--- config.mk ---
export PLATFORM = sky130hd
export DESIGN_NAME = program_loader
export DESIGN_NICKNAME = d
export VERILOG_FILES = /design/src/rtl/program_loader.sv
export SDC_FILE = /design/constraint.sdc
export NUM_CORES = 1
export LEC_CHECK = 0
export BUFFER_PORTS_ARGS = -buffer_cell sky130_fd_sc_hd__buf_4
export CAP_MARGIN = 25
export CORE_MARGIN = 2
export CORE_UTILIZATION = 45
export DETAILED_ROUTE_END_ITERATION = 10
export PLACE_DENSITY = 0.79
export REMOVE_ABC_BUFFERS = 1
export SYNTH_ARGS = -nofsm -noshare
export SYNTH_HDL_FRONTEND = slang
export SYNTH_SLANG_ARGS = --single-unit
--- constraint.sdc ---
create_clock -name clk -period 1.55 [get_ports clk]
set_input_delay 0.31 -clock clk [delete_from_list [all_inputs] [get_ports clk]]
set_output_delay 0.31 -clock clk [all_outputs]
set_load 0.01 [all_outputs]
--- src/rtl/program_loader.sv ---
// Byte-serial program loader: accepts bytes from external pins and writes them into
// CPU RAM through the MAR address/data strobes, holding the CPU while loading.
module program_loader #(
  parameter int RAM_BYTES = 16
) (
  input  logic       clk,
  input  logic       clear,
  input  logic       start,
  input  logic [7:0] in_data,
  input  logic       in_valid,
  input  logic       in_last,
  output logic       in_ack,
  output logic [7:0] bus_out,
  output logic       bus_oe,
  output logic       n_load_addr,
  output logic       n_load_data,
  output logic       ram_we_n,
  output logic       cpu_hold,
  output logic       loading,
  output logic       done,
  output logic [8:0] byte_count
);

  localparam int AW = $clog2(RAM_BYTES);
  localparam logic [AW-1:0] LAST_ADDR = AW'(RAM_BYTES - 1);

  typedef enum logic [2:0] {
    S_IDLE,
    S_WAIT_BYTE,
    S_DRIVE_ADDR,
    S_DRIVE_DATA,
    S_WRITE,
    S_DONE
  } state_t;

  state_t          state_q, state_d;
  logic [AW-1:0]   addr_q, addr_d;
  logic [8:0]      count_q, count_d;
  logic [7:0]      byte_q, byte_d;
  logic            last_q, last_d;
  logic [7:0]      addr_ext;

  assign addr_ext   = 8'(addr_q);
  assign byte_count = count_q;
  assign cpu_hold   = loading;

  // Control state: cleared by reset.
  always_ff @(posedge clk) begin
    if (clear) begin
      state_q <= S_IDLE;
      addr_q  <= '0;
      count_q <= '0;
    end else begin
      state_q <= state_d;
      addr_q  <= addr_d;
      count_q <= count_d;
    end
  end

  // Captured byte and its last flag are only meaningful after acceptance.
  always_ff @(posedge clk) begin
    byte_q <= byte_d;
    last_q <= last_d;
  end

  always_comb begin
    state_d     = state_q;
    addr_d      = addr_q;
    count_d     = count_q;
    byte_d      = byte_q;
    last_d      = last_q;
    in_ack      = 1'b0;
    bus_out     = 8'h00;
    bus_oe      = 1'b0;
    n_load_addr = 1'b1;
    n_load_data = 1'b1;
    ram_we_n    = 1'b1;
    loading     = 1'b0;
    done        = 1'b0;

    unique case (state_q)
      S_IDLE, S_DONE: begin
        done = (state_q == S_DONE);
        if (start) begin
          state_d = S_WAIT_BYTE;
          addr_d  = '0;
          count_d = '0;
        end
      end
      S_WAIT_BYTE: begin
        loading = 1'b1;
        in_ack  = 1'b1;
        if (in_valid) begin
          byte_d  = in_data;
          last_d  = in_last;
          state_d = S_DRIVE_ADDR;
        end
      end
      S_DRIVE_ADDR: begin
        loading     = 1'b1;
        bus_out     = addr_ext;
        bus_oe      = 1'b1;
        n_load_addr = 1'b0;
        state_d     = S_DRIVE_DATA;
      end
      S_DRIVE_DATA: begin
        loading     = 1'b1;
        bus_out     = byte_q;
        bus_oe      = 1'b1;
        n_load_data = 1'b0;
        state_d     = S_WRITE;
      end
      S_WRITE: begin
        // Address wraps naturally at RAM_BYTES; the top location also ends the session.
        loading  = 1'b1;
        ram_we_n = 1'b0;
        count_d  = count_q + 9'd1;
        addr_d   = addr_q + AW'(1);
        state_d  = (last_q || (addr_q == LAST_ADDR)) ? S_DONE : S_WAIT_BYTE;
      end
      default: state_d = S_IDLE;
    endcase
  end

endmodule

Word-level counts from Yosys, hierarchy flattened:

Index checks and enable logic that the tools add are counted.

* add/subtract/negate cells: 2
* multipliers: 0
* divide/modulo/power cells: 0
* order comparisons: 0
* equality and inequality tests: 8
* shifts and indexed selects: 0
* multiplexer cells: 16
* bitwise operators: 0
* reduce and logical (&&, ||, !) cells: 9

Operators by type and width (count)
* $pmux W9 S2: 1
* $pmux W8 S2: 1
* $pmux W3 S5: 1
* $add A9 B1 Y9 const B: 1
* $mux W3: 3
* $mux W9: 1
* $pmux W4 S2: 1
* $mux W1: 7
* $eq A3 B2 Y1 const B: 2
* $eq A3 B3 Y1 const B: 2
* $reduce_and A2 Y1: 3
* $add A4 B1 Y4 const B: 1
* $eq A4 B4 Y1 const B: 1
* $mux W4: 1
* $ne A2 B2 Y1 const B: 2
* $reduce_or A2 Y1: 2
* $reduce_or A4 Y1: 1
* $eq A3 B1 Y1 const B: 1
* $logic_not A3 Y1: 1
* $reduce_bool A2 Y1: 1
* $logic_or A1 B1 Y1: 1

* register bits: 25
* latch bits: 0
* memory bits (writable): 0
* bits in read-only memories: 0
* input bits: 13
* output and inout port bits: 25
* word-level logic and storage cells: 40
* memories kept: 0

Logic depth before layout (Yosys ltp):

Gate-level depths: netlist (run 1).

* depth after elaboration: 4
* depth in mapped cells: 5
* mapped depth without buffers: 4

Least setup slack after synthesis (run 1):

Ideal clock, no wire load.

* kind: register -> register
* start point: register state_q[0]
* end point: register byte_q[0], enable pin
* setup time: 0.337 ns
* data arrival time: 1.448 ns
* required time: 1.213 ns
* setup slack: -0.236 ns
* stages on the path, launching flop included: 4
* clock period less this slack: 1.786 ns
* cells stage by stage: dfxtp_1 clkbuf_1 nor3b_1 and2_1

* cells in the longest elaborated chain, start to end: 2

Ends and longest elaborated chain
* start: declaration: RTL line 36 `state_t state_q, state_d;`
* start signal: assignment: RTL line 54 `state_q <= state_d;`
* $eq A3 B1 Y1: RTL line 81 `unique case (state_q)`
* $reduce_and A2 Y1 (no line)
* end signal: assignment: RTL line 62 `byte_q <= byte_d;`
* end: declaration: RTL line 39 `logic [7:0] byte_q, byte_d;`

Every way passes these cells.
A chain may end at the register's enable or synchronous reset.

Final worst setup path (run 1):

* start point: register state_q[2]
* end point: output bus_out[4]

* cells in the longest elaborated chain, start to end: 2
* elaborated cells between the ends (all ways): 3
* classes of those cells: eq/ne: 2; mux: 1

Ends and longest elaborated chain
* $eq A3 B2 Y1: RTL line 81
* $pmux W8 S2 (*): RTL line 81
* end: declaration: RTL line 13 `output logic [7:0] bus_out,`

Every way passes the cells marked *; elsewhere a longest branch is shown, timed or not.

==> impl_metrics.ini, run 1 <==
[run_status]
status = finished, violations left
violations = negative setup slack

[synth]
synth_cells = 124
synth_area_mm2 = 0.00122
yosys.area.top_type_share_pct = 26.3
yosys_warnings = 0
synthDistinctLibCells = 33
synth.area.top_cells = dfxtp_1, edfxtp_1, o211ai_1, a21oi_1, mux2i_1
yosys_register_bits = 25
syn_area_per_cell_um2 = 9.81
seq_area_frac_synth_pct = 48.6
yosysTopAreaCell = dfxtp_1

[clocking]
numCtsBuffers = 3
clockBufferDepth = 2
clkTransAtPathRegs_ns = 0.16
clkLatencyLatePin_ns = 0.33
root_buffer = clkbuf_4
cts_hold_buffers = 0
clock-sinks = 25
cts_tree = done
htree_levels = 1

[hold_path]
min_path_type = in -> reg

[critical_path]
crit_buf_inv = 3
crit_path_frequent_cell = buf_6
critical_path.max_fanout = 7
worstPathArrival_ns = 1.38
cpMaxStageDelayCell = dfxtp_2
cp_cell_sequence = buf_6 > nand2b_4 > inv_6 > and3_4 > buf_6
critPathLaunchType = flop
crit_family = flip-flops
worstSetupPathType = reg -> out
critPathCaptureType = primary output
worstPathRequired_ns = 1.24
slowest_delay_ns = 0.36

[place]
port_buffers = 37
gp_congestion = 0.795
post-place-cells = 197
postPlaceCellArea_mm2 = 0.00161
detailed_place_hpwl_um = 2280

[floorplanning]
die_y_um = 56.0
rows = 18
core_area_mm2 = 0.00252
die_w_um = 56.0
start_util_pct = 48.2
die-area_mm2 = 0.00313
io_pins = 38

[layout]
final_common_cell = buf_4
final_cells = 216
layout-drive-gt1-share_pct = 52.7
post-route-util_pct = 78.8
most-common-layout-cells = buf_4, buf_6, dfxtp_1, edfxtp_1
final_area_mm2 = 0.00199
multi_input_area_um2 = 717
syn_to_final_growth_pct = 63.5
fin_nets = 202
ff_latch_area_um2 = 601
nFillCells = 136
n_antenna_cell = 0

[power]
ir_worst_vdd_mv = 0.737
powerDensity_mw_per_mm2 = 657
leakagePower_uw = 0.000737

[drt]
drt_wl_total_um = 3950
remaining_drc_errors = 0
wire_per_inst_um = 18.3
num_vias = 1316
via_per_inst = 6.09
drtPass1Iterations = 4
postRouteAntennaNets = 0
drtIter0Drc = 81

[job]
cap_violations = 0

[global_route]
grt_pass1_vias = 1226
gr-usage-all-layers_pct = 22.6
grt_pass1_wl_um = 5680
grt.overflow.total = 0
antenna_found_initial = 0
grt_max_degree = 16

[timing]
whs_ns = 0.158
rsz0062_at_grt = yes
fin_ws_ns = -0.143
max_freq_ghz = 0.591
slew_headroom_pct = 55.3
worstMarginPinSlew_ns = 0.663
hold_viol_final = 0
setup_viol = 18
slew_violations = 0
min_period_ns = 1.69
finClkSkew_ns = 0.0160
fin_crit_sh_pct = 109
## stage by stage
step,setup TNS (ns),worst slack (ns),power [µW]
2_1_floorplan,-4.08,-0.293,808
3_3_place_gp,0,0.125,912
3_5_place_dp,0,0.0302,918
4_1_cts,-0.498,-0.0637,1250
5_1_grt,-2.11,-0.168,1350
6_report,-1.15,-0.143,1310
## path summary, 6_finish.rpt
check	slack (ns)	end	cells past startpoint	from
max	-0.14	bus_out[4]	5	state_q[2]
min	0.16	last_q	1	in_last
max reg2reg	-0.03	byte_count[7]	5	state_q[2]
min reg2reg	0.54	byte_count[3]	2	byte_count[3]
## layout make-up
type	count	area share, %
clock buffers	3	1.13
clock inverters	1	0.315
repair buffers	65	29.3
multi-input cells	88	36.1
inverters	4	1.13
well taps	30	1.89
flip-flops and latches	25	30.2
## cell families (layout without fill, tap and decap cells)
group | count (synthesis) | in the layout | share of synthesized area (%)
AOI/OAI and AO/OA | 36 | 36 | 19.9
buffers and inverters | 11 | 73 | 4.01
adders and majority gates | 2 | 2 | 2.06
and+or+nand+nor | 44 | 44 | 20.8
DFF | 25 | 25 | 48.6
muxes | 4 | 4 | 3.29
xor gates and xnor gates | 2 | 2 | 1.44
## layer usage
metal	up-vias	part of all wire (%)	global-route usage [%]
met5	-	0	0
met4	0	2.7	9.18
met3	12	6.1	2.79
met2	81	52	39.8
met1	626	39	27.9
li1	597	-	-
## power breakdown
| part | total [µW] | switching, µW | internal [µW] |
|---|---|---|---|
| Combinational | 280 | 133 | 147 |
| Clock | 311 | 211 | 100 |
| Sequential | 716 | 17.7 | 698 |
| Total | 1310 | 362 | 945 |
## Yosys cell counts
cell type	instances
or4_1	4
clkbuf_1	5
mux2i_1	4
a311oi_1	4
o31ai_1	1
edfxtp_1	9
nor3b_4	1
a31o_2	1
nor3b_1	1
nand2b_1	5
a211oi_1	3
nand4_1	1
o21ai_0	5
or3b_2	1
ha_1	2
nor2b_1	2
o211ai_1	8
o22ai_1	1
nand2_1	6
buf_4	2
nand3_1	7
inv_1	3
inv_2	1
and2_1	1
or3_1	2
a31oi_1	3
nor2_1	8
dfxtp_1	16
a211o_1	1
a21oi_1	8
a41oi_1	1
xnor2_1	2
and3_1	5
## sequential cells by signal, indices dropped and copies added (netlist names)
signal      flops
byte_q          8
byte_count      9
last_q          1
addr_q          4
state_q         3
## what timing repair did
action | 4_1_cts | 5_1_grt
cloned | 0 | 0
pin swaps | 10 | 12
gates resized for setup | 26 | 31
buffers inserted | 5 | 10
endpoints found under the setup margin | 16 | 20
Power figures use the tool's default switching activity.
==> run 2: changes to the inputs <==
--- a/config.mk
+++ b/config.mk
@@ -7,3 +7,2 @@
 export LEC_CHECK = 0
-export BUFFER_PORTS_ARGS = -buffer_cell sky130_fd_sc_hd__buf_4
 export CAP_MARGIN = 25
@@ -12,3 +11,4 @@
 export DETAILED_ROUTE_END_ITERATION = 10
-export PLACE_DENSITY = 0.79
+export DONT_BUFFER_PORTS = 1
+export PLACE_DENSITY = 0.67
 export REMOVE_ABC_BUFFERS = 1
--- a/constraint.sdc
+++ b/constraint.sdc
@@ -3,2 +3,2 @@
 set_output_delay 0.31 -clock clk [all_outputs]
-set_load 0.01 [all_outputs]
+set_load 0.02 [all_outputs]
==> run 2 against run 1 <==
Effect of this change: the flow still finishes with violations (negative setup slack); hold slack lost 0.13 ns; clock power is 3% lower; clock skew decreased by 0.011 ns; sequential share of layout area up 7.0 points; combinational power decreased by 20%; count of clock-buffer cells in the layout stayed put; setup slack improved by 0.11 ns; die area unchanged; cell area shrank 19%; via count shrank 16%; power down 5.1%; non-clock buffer count shrank 31; largest cell class unchanged; largest power group unchanged; highest routed layer unchanged.
==> impl_metrics.ini, run 2 (synthesized netlist as in run 1, its figures left out) <==
[timing]
slew_headroom_pct = 78.3
rsz0062_at_grt = yes
slew_violations = 0
whs_ns = 0.0300
setup_tns_ns = -0.106
hold_viol_final = 0
min_period_ns = 1.58
fin_crit_sh_pct = 102
finClkSkew_ns = 0.00536
max_freq_ghz = 0.633
fin_ws_ns = -0.0302
worstMarginPinSlew_ns = 0.326
setup_viol = 4

[critical_path]
cp_cell_sequence = buf_6 > mux2i_1 > nor2_1 > buf_4
slowest_delay_ns = 0.42
worstPathRequired_ns = 1.24
critical_path.max_fanout = 6
worstPathArrival_ns = 1.27
critPathLaunchType = flop
crit_family = flip-flops
worstSetupPathType = reg -> out
critPathCaptureType = primary output
cpMaxStageDelayCell = dfxtp_4
crit_buf_inv = 2

[power]
p_int_uw = 909
comb_power_share_pct = 18.0
p_clk_share_pct = 24.4
leakagePower_uw = 0.000550
switching_share_pct = 26.8
power_frac_seq_pct = 57.5
switchingPower_uw = 332
ir_worst_vdd_mv = 0.784
powerDensity_mw_per_mm2 = 769

[floorplanning]
die-area_mm2 = 0.00313
die_y_um = 56.0
rows = 18
io_pins = 38
die_w_um = 56.0
core_area_mm2 = 0.00252
start_util_pct = 48.2

[global_route]
grt_pass1_wl_um = 5000
grt.overflow.total = 0
antenna_found_initial = 0
grt_max_degree = 16
grt_pass1_vias = 1109
gr-usage-all-layers_pct = 19.7

[drt]
drtIter0Drc = 42
wire_per_inst_um = 16.8
drtPass1Iterations = 4
num_vias = 1111
postRouteAntennaNets = 0
via_per_inst = 6.01
remaining_drc_errors = 0
drt_wl_total_um = 3110

[clocking]
clock-sinks = 25
clkTransAtPathRegs_ns = 0.14
cts_tree = done
clkLatencyLatePin_ns = 0.32
root_buffer = clkbuf_4
numCtsBuffers = 3
htree_levels = 1
clockBufferDepth = 2

[layout]
most-common-layout-cells = buf_4, dfxtp_1, edfxtp_1, a21oi_1, o211ai_1
final_common_cell = buf_4
n_antenna_cell = 0
fin_nets = 171
syn_to_final_growth_pct = 32.6
largest_reg_flops = 9
final_area_mm2 = 0.00161
layout-drive-gt1-share_pct = 35.5

[run_status]
status = finished, violations left
violations = negative setup slack

[hold_path]
min_path_type = in -> reg

[place]
postPlaceCellArea_mm2 = 0.00142
port_buffers = 0
detailed_place_hpwl_um = 2100
gp_congestion = 0.784
post-place-ws_ns = 0.0263

[job]
cap_violations = 0
## run 2: final timing paths
| check | startpoint | endpoint | cells after the start | slack (ns) |
|---|---|---|---|---|
| max reg2reg | state_q[1] | byte_count[4] | 5 | 0.06 |
| min | clear | state_q[0] | 1 | 0.03 |
| min reg2reg | addr_q[3] | addr_q[3] | 1 | 0.54 |
| max | state_q[0] | bus_out[0] | 4 | -0.03 |
## run 2: worst register-to-register path, delay by kind of cell (launching register included)
kind                   cells  cell delay, ns
and+or+nand+nor            1            0.44
DFF                        1            0.41
buffers and inverters      2            0.33
AOI/OAI and AO/OA          2            0.20
## run 2: per-stage QoR
stage	utilization (%)	instances	power (µW)
finish	63.9	185	1240
floorplan	-	117	822
global placement	56.3	172	887
CTS	60.6	181	1220
detailed placement	56.3	172	891
global route	63.9	185	1300
## run 2: what timing repair did
action | in CTS | in global routing
setup endpoints to repair | 16 | 18
endpoints found under the hold margin | 0 | 2
gates resized for setup | 14 | 15
hold buffers | 0 | 2
setup buffers | 5 | 2
pin swaps | 1 | 5
## run 2: layer usage
metal	wire (µm)	vias up	GRT usage [%]
met4	31	0	7.48
li1	-	533	-
met1	1350	548	24.6
met2	1610	26	33.8
met5	0	-	0
met3	122	4	3.72
## run 2: area by class of cell
type / instances / area [µm²]
fill: 223 / 910
inverter: 4 / 17.5
sequential: 25 / 599
timing repair buffer: 34 / 292
multi-input combinational: 88 / 637
clock inverter: 1 / 7.51
tap: 30 / 37.5
clock buffer: 3 / 22.5
## run 2: power by group through the flow
| stage | clock network (µW) | logic [µW] | registers (µW) |
|---|---|---|---|
| 2_1_floorplan | 0 | 89.3 | 733 |
| 3_3_place_gp | 0 | 160 | 726 |
| 3_5_place_dp | 0 | 163 | 728 |
| 4_1_cts | 313 | 194 | 713 |
| 5_1_grt | 347 | 239 | 716 |
| 6_report | 303 | 224 | 713 |
==> run 3: changes to the inputs <==
--- a/config.mk
+++ b/config.mk
@@ -10,2 +10,3 @@
 export CORE_UTILIZATION = 45
+export CTS_BUF_LIST = sky130_fd_sc_hd__clkbuf_8
 export DETAILED_ROUTE_END_ITERATION = 10
==> constraint.sdc (replaced) <==
create_clock -name clk -period 1.55 [get_ports clk]
set_input_delay 0.155 -clock clk [delete_from_list [all_inputs] [get_ports clk]]
set_output_delay 0.155 -clock clk [all_outputs]
set_load 0.02 [all_outputs]
==> run 3 against run 2 <==
Effect of this change: the flow now finishes without violations; sequential power hardly changed; wire length is 1.4% lower; non-clock buffer count is 2 higher; register-to-register slack better by 0.03 ns; cell count is 1.1% higher; combinational power is 14% lower; power is 5.4% higher; utilization is 0.60 points lower; setup slack better by 0.12 ns; via count is 0.18% higher; critical path depth stayed put; first-iteration DRC count is 19% lower; highest routed layer unchanged.
==> impl_metrics.ini, run 3 (synthesized netlist as in run 1, its figures left out) <==
[run_status]
status = finished clean

[global_route]
gr-usage-all-layers_pct = 20.5
grtUsageMet2_pct = 35.5
grtUsageMet3_pct = 5.35
grt_pass1_wl_um = 5050
global_route.peak_usage_layer = met2
antenna_found_initial = 0
grt_pass1_vias = 1105
grt_max_degree = 16
grtUsageMet1_pct = 24.0
grt.overflow.total = 0

[power]
total_power_uw = 1310
powerDensity_mw_per_mm2 = 818
ir_worst_vdd_mv = 0.783
leakagePower_uw = 0.000553

[floorplanning]
io_pins = 38
die-area_mm2 = 0.00313
start_util_pct = 48.2
die_y_um = 56.0
rows = 18
die_w_um = 56.0
core_area_mm2 = 0.00252

[critical_path]
critical_path.max_fanout = 7
critPathLaunchType = flop
slowest_delay_ns = 0.50
cp_cell_sequence = nor3b_4 > inv_2 > or4_1 > a31oi_1
worstPathRequired_ns = 1.76
worstSetupPathType = reg -> reg
critPathCaptureType = flop
cpMaxStageDelayCell = or4_1
worstPathArrival_ns = 1.67
crit_buf_inv = 1
crit_family = simple AND/OR/NAND/NOR gates

[place]
post-place-ws_ns = 0.0498
gp_congestion = 0.776
detailed_place_hpwl_um = 2100
postPlaceCellArea_mm2 = 0.00142
port_buffers = 0

[drt]
drtPass1Iterations = 4
drt_wl_total_um = 3070
remaining_drc_errors = 0
wire_per_inst_um = 16.4
drtIter0Drc = 34
num_vias = 1113
via_per_inst = 5.95
postRouteAntennaNets = 0

[timing]
setup_tns_ns = 0
min_period_ns = 1.46
max_freq_ghz = 0.684
slew_violations = 0
finClkSkew_ns = 0.00803
fin_crit_sh_pct = 94.4
worstMarginPinSlew_ns = 0.546
fin_ws_ns = 0.0871
hold_viol_final = 0
slew_headroom_pct = 63.5
setup_viol = 0

[clocking]
clkTransAtPathRegs_ns = 0.09
clockBufferDepth = 2
clock-sinks = 25
cts_tree = done
htree_levels = 1
clkLatencyLatePin_ns = 0.28
root_buffer = clkbuf_8
numCtsBuffers = 3

[layout]
largest_reg_flops = 9
final_common_cell = buf_4
most-common-layout-cells = buf_4, dfxtp_1, dlygate4sd3_1, edfxtp_1
final_area_mm2 = 0.00160
fin_nets = 173
layout-drive-gt1-share_pct = 28.0
syn_to_final_growth_pct = 31.4
n_antenna_cell = 0

[job]
cap_violations = 0

[hold_path]
min_path_type = in -> reg
## run 3: cell count changes in the layout (fill, tap and decap cells not counted), sizes merged
| cell | change |
|---|---|
| dlygate4sd3 | +8 |
| buf | -6 |
## run 3: layout make-up
| class | instances | area, µm² |
|---|---|---|
| inverters | 4 | 15.0 |
| multi-input cells | 88 | 584 |
| flip-flops and latches | 25 | 601 |
| clock inverters | 1 | 7.51 |
| fillers | 214 | 925 |
| repair buffers | 36 | 312 |
| well taps | 30 | 37.5 |
| clock buffers | 3 | 41.3 |
## run 3: stage by stage
stage / hold slack (ns) / util (%) / instances
3_3_place_gp: 0.227 / 56.3 / 172
5_1_grt: 0.0411 / 63.3 / 187
2_1_floorplan: 0.224 / - / 117
3_5_place_dp: 0.228 / 56.3 / 172
6_report: 0.0339 / 63.3 / 187
4_1_cts: 0.0342 / 62.5 / 186
## run 3: power breakdown
part | switching [µW] | total (µW) | internal, µW
logic | 104 | 193 | 89.2
registers | 13.5 | 711 | 697
clock network | 220 | 403 | 183
total | 338 | 1310 | 969
## run 3: final timing paths
check / startpoint / end / slack, ns / depth (start not counted)
max: state_q[2] / byte_count[5] / 0.09 / 4
min reg2reg: state_q[1] / state_q[1] / 0.53 / 2
max reg2reg: state_q[2] / byte_count[5] / 0.09 / 4
min: in_valid / state_q[1] / 0.03 / 2
## run 3: timing repair
item | in CTS | in global routing
resized for setup | 7 | 7
endpoints found under the setup margin | 11 | 13
pin swaps | 0 | 1
endpoints found under the hold margin | 22 | 0
buffers inserted | 0 | 1
hold buffers | 10 | 0
## run 3: per-layer routing
metal  routed length [µm]  vias up  share of wire (%)
met5                    0        -                  0
met4                   61        0                2.0
met3                  166        7                5.4
met2                 1570       30                 51
met1                 1270      534                 41
li1                     -      542                  -
